===== src/rtl/sw_debouncer.sv =====
// Switch-bank synchroniser and debouncer.
// Each switch bit passes through a two-flop synchroniser and then a small
// per-bit settle FSM. A bit only takes a new level after the synchronised input
// has disagreed with the current level for DEBOUNCE_CYCLES consecutive cycles.
// sw_changed pulses for one cycle whenever any bit of sw_stable updates.
//
// state       | meaning
// ------------+--------------------------------------------------------------
// ST_STABLE   | sync2 matches sw_stable for this bit, counter held at 0
// ST_SETTLING | sync2 differs from sw_stable, counter counts mismatch cycles
module sw_debouncer #(
    parameter int WIDTH           = 5,
    parameter int DEBOUNCE_CYCLES = 1000000
) (
    input  logic             clk,
    input  logic             rst,
    input  logic [WIDTH-1:0] sw_raw,
    output logic [WIDTH-1:0] sw_stable,
    output logic             sw_changed,
    output logic             busy
);

    localparam int CNT_W = $clog2(DEBOUNCE_CYCLES + 1);
    localparam logic [CNT_W-1:0] CNT_LAST = CNT_W'(DEBOUNCE_CYCLES - 1);
    // With a one-cycle window the first mismatching cycle commits directly,
    // so the counter never leaves 0 and cannot wrap.
    localparam bit ONE_CYCLE = (DEBOUNCE_CYCLES == 1);

    typedef enum logic {
        ST_STABLE   = 1'b0,
        ST_SETTLING = 1'b1
    } bit_state_t;

    logic [WIDTH-1:0] sync1;
    logic [WIDTH-1:0] sync2;
    logic [WIDTH-1:0] mismatch;
    logic [WIDTH-1:0] commit;
    bit_state_t       state [WIDTH];
    logic [CNT_W-1:0] cnt   [WIDTH];

    // Two-flop synchroniser; only sync2 is allowed to reach the debounce logic.
    always_ff @(posedge clk or negedge rst) begin
        if (!rst) begin
            sync1 <= '0;
            sync2 <= '0;
        end else begin
            sync1 <= sw_raw;
            sync2 <= sync1;
        end
    end

    // Per-bit mismatch and commit decision for the current cycle.
    always_comb begin
        mismatch = sync2 ^ sw_stable;
        commit   = '0;
        for (int i = 0; i < WIDTH; i++) begin
            if (mismatch[i]) begin
                if (state[i] == ST_STABLE)
                    commit[i] = ONE_CYCLE;
                else
                    commit[i] = (cnt[i] == CNT_LAST);
            end
        end
    end

    assign busy = |mismatch;

    // Per-bit settle FSMs, debounced outputs and the merged change strobe.
    always_ff @(posedge clk or negedge rst) begin
        if (!rst) begin
            sw_stable  <= '0;
            sw_changed <= 1'b0;
            for (int i = 0; i < WIDTH; i++) begin
                state[i] <= ST_STABLE;
                cnt[i]   <= '0;
            end
        end else begin
            sw_changed <= |commit;
            for (int i = 0; i < WIDTH; i++) begin
                if (commit[i]) begin
                    sw_stable[i] <= sync2[i];
                    state[i]     <= ST_STABLE;
                    cnt[i]       <= '0;
                end else if (!mismatch[i]) begin
                    state[i] <= ST_STABLE;
                    cnt[i]   <= '0;
                end else if (state[i] == ST_STABLE) begin
                    state[i] <= ST_SETTLING;
                    cnt[i]   <= CNT_W'(1);
                end else begin
                    cnt[i] <= cnt[i] + CNT_W'(1);
                end
            end
        end
    end

endmodule


===== config.mk =====
export PLATFORM = sky130hd
export DESIGN_NAME = sw_debouncer
export DESIGN_NICKNAME = d
export VERILOG_FILES = /design/src/rtl/sw_debouncer.sv
export SDC_FILE = /design/constraint.sdc
export NUM_CORES = 1
export LEC_CHECK = 0
export BUFFER_PORTS_ARGS = -buffer_cell sky130_fd_sc_hd__clkbuf_2
export CAP_MARGIN = 20
export CORE_MARGIN = 8
export CORE_UTILIZATION = 56
export CTS_BUF_LIST = sky130_fd_sc_hd__clkbuf_4 sky130_fd_sc_hd__clkbuf_8 sky130_fd_sc_hd__clkbuf_16
export CTS_CLUSTER_DIAMETER = 100
export DETAILED_ROUTE_END_ITERATION = 12
export GPL_TIMING_DRIVEN = 1
export MAX_ROUTING_LAYER = met4
export PLACE_DENSITY = 0.8
export SYNTH_ARGS = -nofsm -noshare
export SYNTH_HDL_FRONTEND = slang
export SYNTH_SLANG_ARGS = --single-unit

===== constraint.sdc =====
create_clock -name clk -period 1.9 [get_ports clk]
set_input_delay 0.38 -clock clk [delete_from_list [all_inputs] [get_ports clk]]
set_output_delay 0.38 -clock clk [all_outputs]
set_load 0.05 [all_outputs]

==> run summary <==
Fraction of layout cells with a size suffix above 1 -> 18.3%
Setup Crit Path Kind -> register to output pin
DR vias -> 4033
CP Capture Type -> output pin
Post-Synthesis Cell Area -> 5640 um^2
Port-buffer cells -> 13
Core Region -> 9770 um^2
CP Max Fanout -> 2
Average size of a mapped cell -> 10.6 um^2
Area delta synth->final -> 19.7%
Synth Flop Type -> dfrtp_1
DP Worst Slack -> 57.5 ps
Post-synth ARST share -> 100%
Worst-Skew Late Latency -> 520 ps
Status -> complete, but fails checks
CTS root buf -> clkbuf_8
# rows -> 36
Worst Tran Pin Value -> 537 ps
Worst-path clk slew -> 60 ps
Setup violations, final -> 1
Final min period -> 2140 ps
Final Cycle Share -> 113%
Max_slew headroom -> 63.9%
Hold Vio Cnt, Final -> 0
CTS Sinks -> 121
RSZ-0062 raised after global routing -> true
First-pass GRT wire length -> 19900 um
Power consumption -> 5.71 mW
Final worst slack -> -241 ps
Max Buffers Root-to-Sink -> 2
Average via count per standard cell -> 5.45
GRT Total Usage -> 19.3%
Gp weighted congestion -> 0.764
I/O pin cnt -> 14
CP Launch Type -> register
EDFF count, synth -> 0
Max-slew violations -> 0
Worst endpoint required time -> 1520 ps
Post-Synthesis Cells -> 531
Final net count -> 607
Vias in the first global route -> 4195
HP Class -> input pin to asynchronous set/reset pin
Top cell type's share of synthesized area -> 53.7%
Die area -> 13500 um^2
Initial core utilization -> 57.7%
# diodes -> 0
Largest cells by area after synthesis -> dfrtp_1 (54%), xor2_1 (8.5%), nor2_1 (7.3%)
Initial DRC count -> 198
VDD IR max -> 0.772 mV
H-Tree Depth -> 4
CTS tree -> built
Synth cell types -> 43
First drt pass iteration count -> 4
Grt total ovfl -> 0
Max_cap viols -> 0
DRC Markers -> 0
Register area share after synthesis -> 53.7%
Antenna Violating Nets Remaining -> 0
Filler cell count -> 714
Detailed Place HPWL -> 7300 um
Clock skew -> 6.64 ps
Die Span Y -> 116 um
Final WL -> 11800 um
Failing checks -> negative setup slack
Syn Nets -> 543
R2R depth -> 6
WL per Instance -> 16.0 um
Worst path arrival time -> 1760 ps
Leakage power -> 2.89 nW
Num CTS Buffers -> 17
Pwr dens -> 845 nW/um^2
Top cell type by total area after synthesis -> dfrtp_1
Max Clk Rate -> 467 MHz
Syn. warnings -> 0
Die X -> 116 um
Antenna violations before repair -> 0
FF+latch count, synth -> 121
Largest net degree at the start of global routing -> 56
[sequential cells by signal, summed over array words and instances, names as in the netlist]
register / cells
cnt: 100
state: 5
sw_stable: 5
sync1: 5
sync2: 5
sw_changed: 1
[area by class of cell]
| type | count | area (um^2) | area share (%) |
|---|---|---|---|
| Sequential cell | 121 | 3030 | 44.8 |
| Clock inverter | 13 | 106 | 1.57 |
| Tap cell | 133 | 166 | 2.46 |
| Timing Repair Buffer | 46 | 378 | 5.59 |
| Inverter | 8 | 30.0 | 0.445 |
| Clock buffer | 18 | 428 | 6.34 |
| Multi-Input combinational cell | 401 | 2620 | 38.7 |
[cells in the mapped netlist (4+ instances only)]
| master | n |
|---|---|
| buf_6 | 4 |
| and4_1 | 6 |
| ha_1 | 5 |
| nor2_1 | 110 |
| dfrtp_1 | 121 |
| nor3_1 | 9 |
| xnor2_1 | 39 |
| nand2_4 | 4 |
| and3_1 | 19 |
| nand2_1 | 39 |
| inv_1 | 8 |
| xor2_1 | 55 |
| nand4_1 | 20 |
| nor4_1 | 6 |
| nand3_1 | 35 |
| a21boi_0 | 5 |
[report_power, final]
| part | switching, mW | internal, mW | leakage [nW] | total [mW] |
|---|---|---|---|---|
| clock network | 1.14 | 1.74 | 0.254 | 2.88 |
| registers | 0.0328 | 2.61 | 1.64 | 2.64 |
| logic | 0.123 | 0.0615 | 0.996 | 0.185 |
[metrics by stage]
step / util, % / instances / hold WS, ps / instance area (um^2) / TNS, ps
2_1_floorplan: - / 531 / 84.4 / 5640 / 0
3_3_place_gp: 61.6 / 694 / 333 / 6020 / 0
3_5_place_dp: 61.6 / 694 / 337 / 6020 / 0
4_1_cts: 68.1 / 734 / 350 / 6660 / -252
5_1_grt: 69.1 / 740 / 353 / 6750 / -597
6_report: 69.1 / 740 / 348 / 6750 / -241
[worst paths after layout]
| kind | start | slack (ps) | endpoint |
|---|---|---|---|
| setup / recovery | sync2[0]$_DFF_PN0_ | -240 | busy |
| hold / removal | rst | 350 | cnt[29]$_DFF_PN0_ |
| setup reg to reg | cnt[66]$_DFF_PN0_ | 40 | cnt[62]$_DFF_PN0_ |
| hold reg to reg | sync1[0]$_DFF_PN0_ | 350 | sync2[0]$_DFF_PN0_ |
| max in group asynchronous | rst | 900 | state[3]$_DFF_PN0_ |
| min in group clk | sync1[0]$_DFF_PN0_ | 350 | sync2[0]$_DFF_PN0_ |
[cell usage in the layout (no fill, tap or decap), types with 2 or more instances in the layout]
cell,netlist,routed
a21boi_0,5,5
a21boi_2,3,2
a21oi_1,2,2
and2_1,3,3
and3_1,19,19
and4_1,6,6
buf_12,1,3
buf_4,0,25
clkbuf_16,0,16
clkbuf_2,0,11
clkbuf_8,0,2
clkinv_2,0,6
clkinvlp_4,0,5
dfrtp_1,121,120
dlygate4sd3_1,0,6
ha_1,5,4
inv_1,8,8
mux2_1,2,2
mux2_2,3,3
nand2_1,39,39
nand2_2,1,2
nand2_4,4,8
nand3_1,35,35
nand3b_1,2,2
nand4_1,20,20
nand4b_1,3,3
nor2_1,110,110
nor2_2,2,2
nor3_1,9,8
nor3_2,1,2
nor4_1,6,4
nor4_2,1,3
nor4_4,3,3
or4_4,3,3
or4b_1,3,2
or4b_4,1,2
xnor2_1,39,39
xor2_1,55,54
[routing by layer]
metal | wire length (um) | vias to the layer above | track usage (%)
met4 | 155 | 0 | 6.83
li1 | - | 1937 | -
met2 | 6270 | 71 | 32.9
met1 | 5030 | 2009 | 21.9
met3 | 377 | 16 | 4.40
met5 | 0 | - | -
[what timing repair did]
| item | 4_1_cts | 5_1_grt |
|---|---|---|
| pin swaps | 2 | 5 |
| endpoints found under the hold margin | 34 | 0 |
| gates resized for setup | 4 | 13 |
| endpoints found under the setup margin | 1 | 79 |
| setup buffers | 3 | 1 |
| gates cloned | 0 | 5 |
| hold buffers | 6 | 0 |
[cell families after synthesis]
kind of cell             Yosys count  synth area share [%]
AO/OA/AOI/OAI                     13                  1.91
XOR/XNOR                          94                  14.6
adder cells (fa/ha/maj)            5                  1.11
buffers and inverters             14                  1.75
flip-flops                       121                  53.7
AND/OR/NAND/NOR                  279                  26.0
multiplexers                       5                 0.998
[critical path, cell delays in order (launching register included)]
cell and delay, ps:
dfrtp_1 410, xor2_2 200, nor4_2 320, nand2_1 140, buf_8 180
Note: power is estimated with default switching activity, not from simulation.
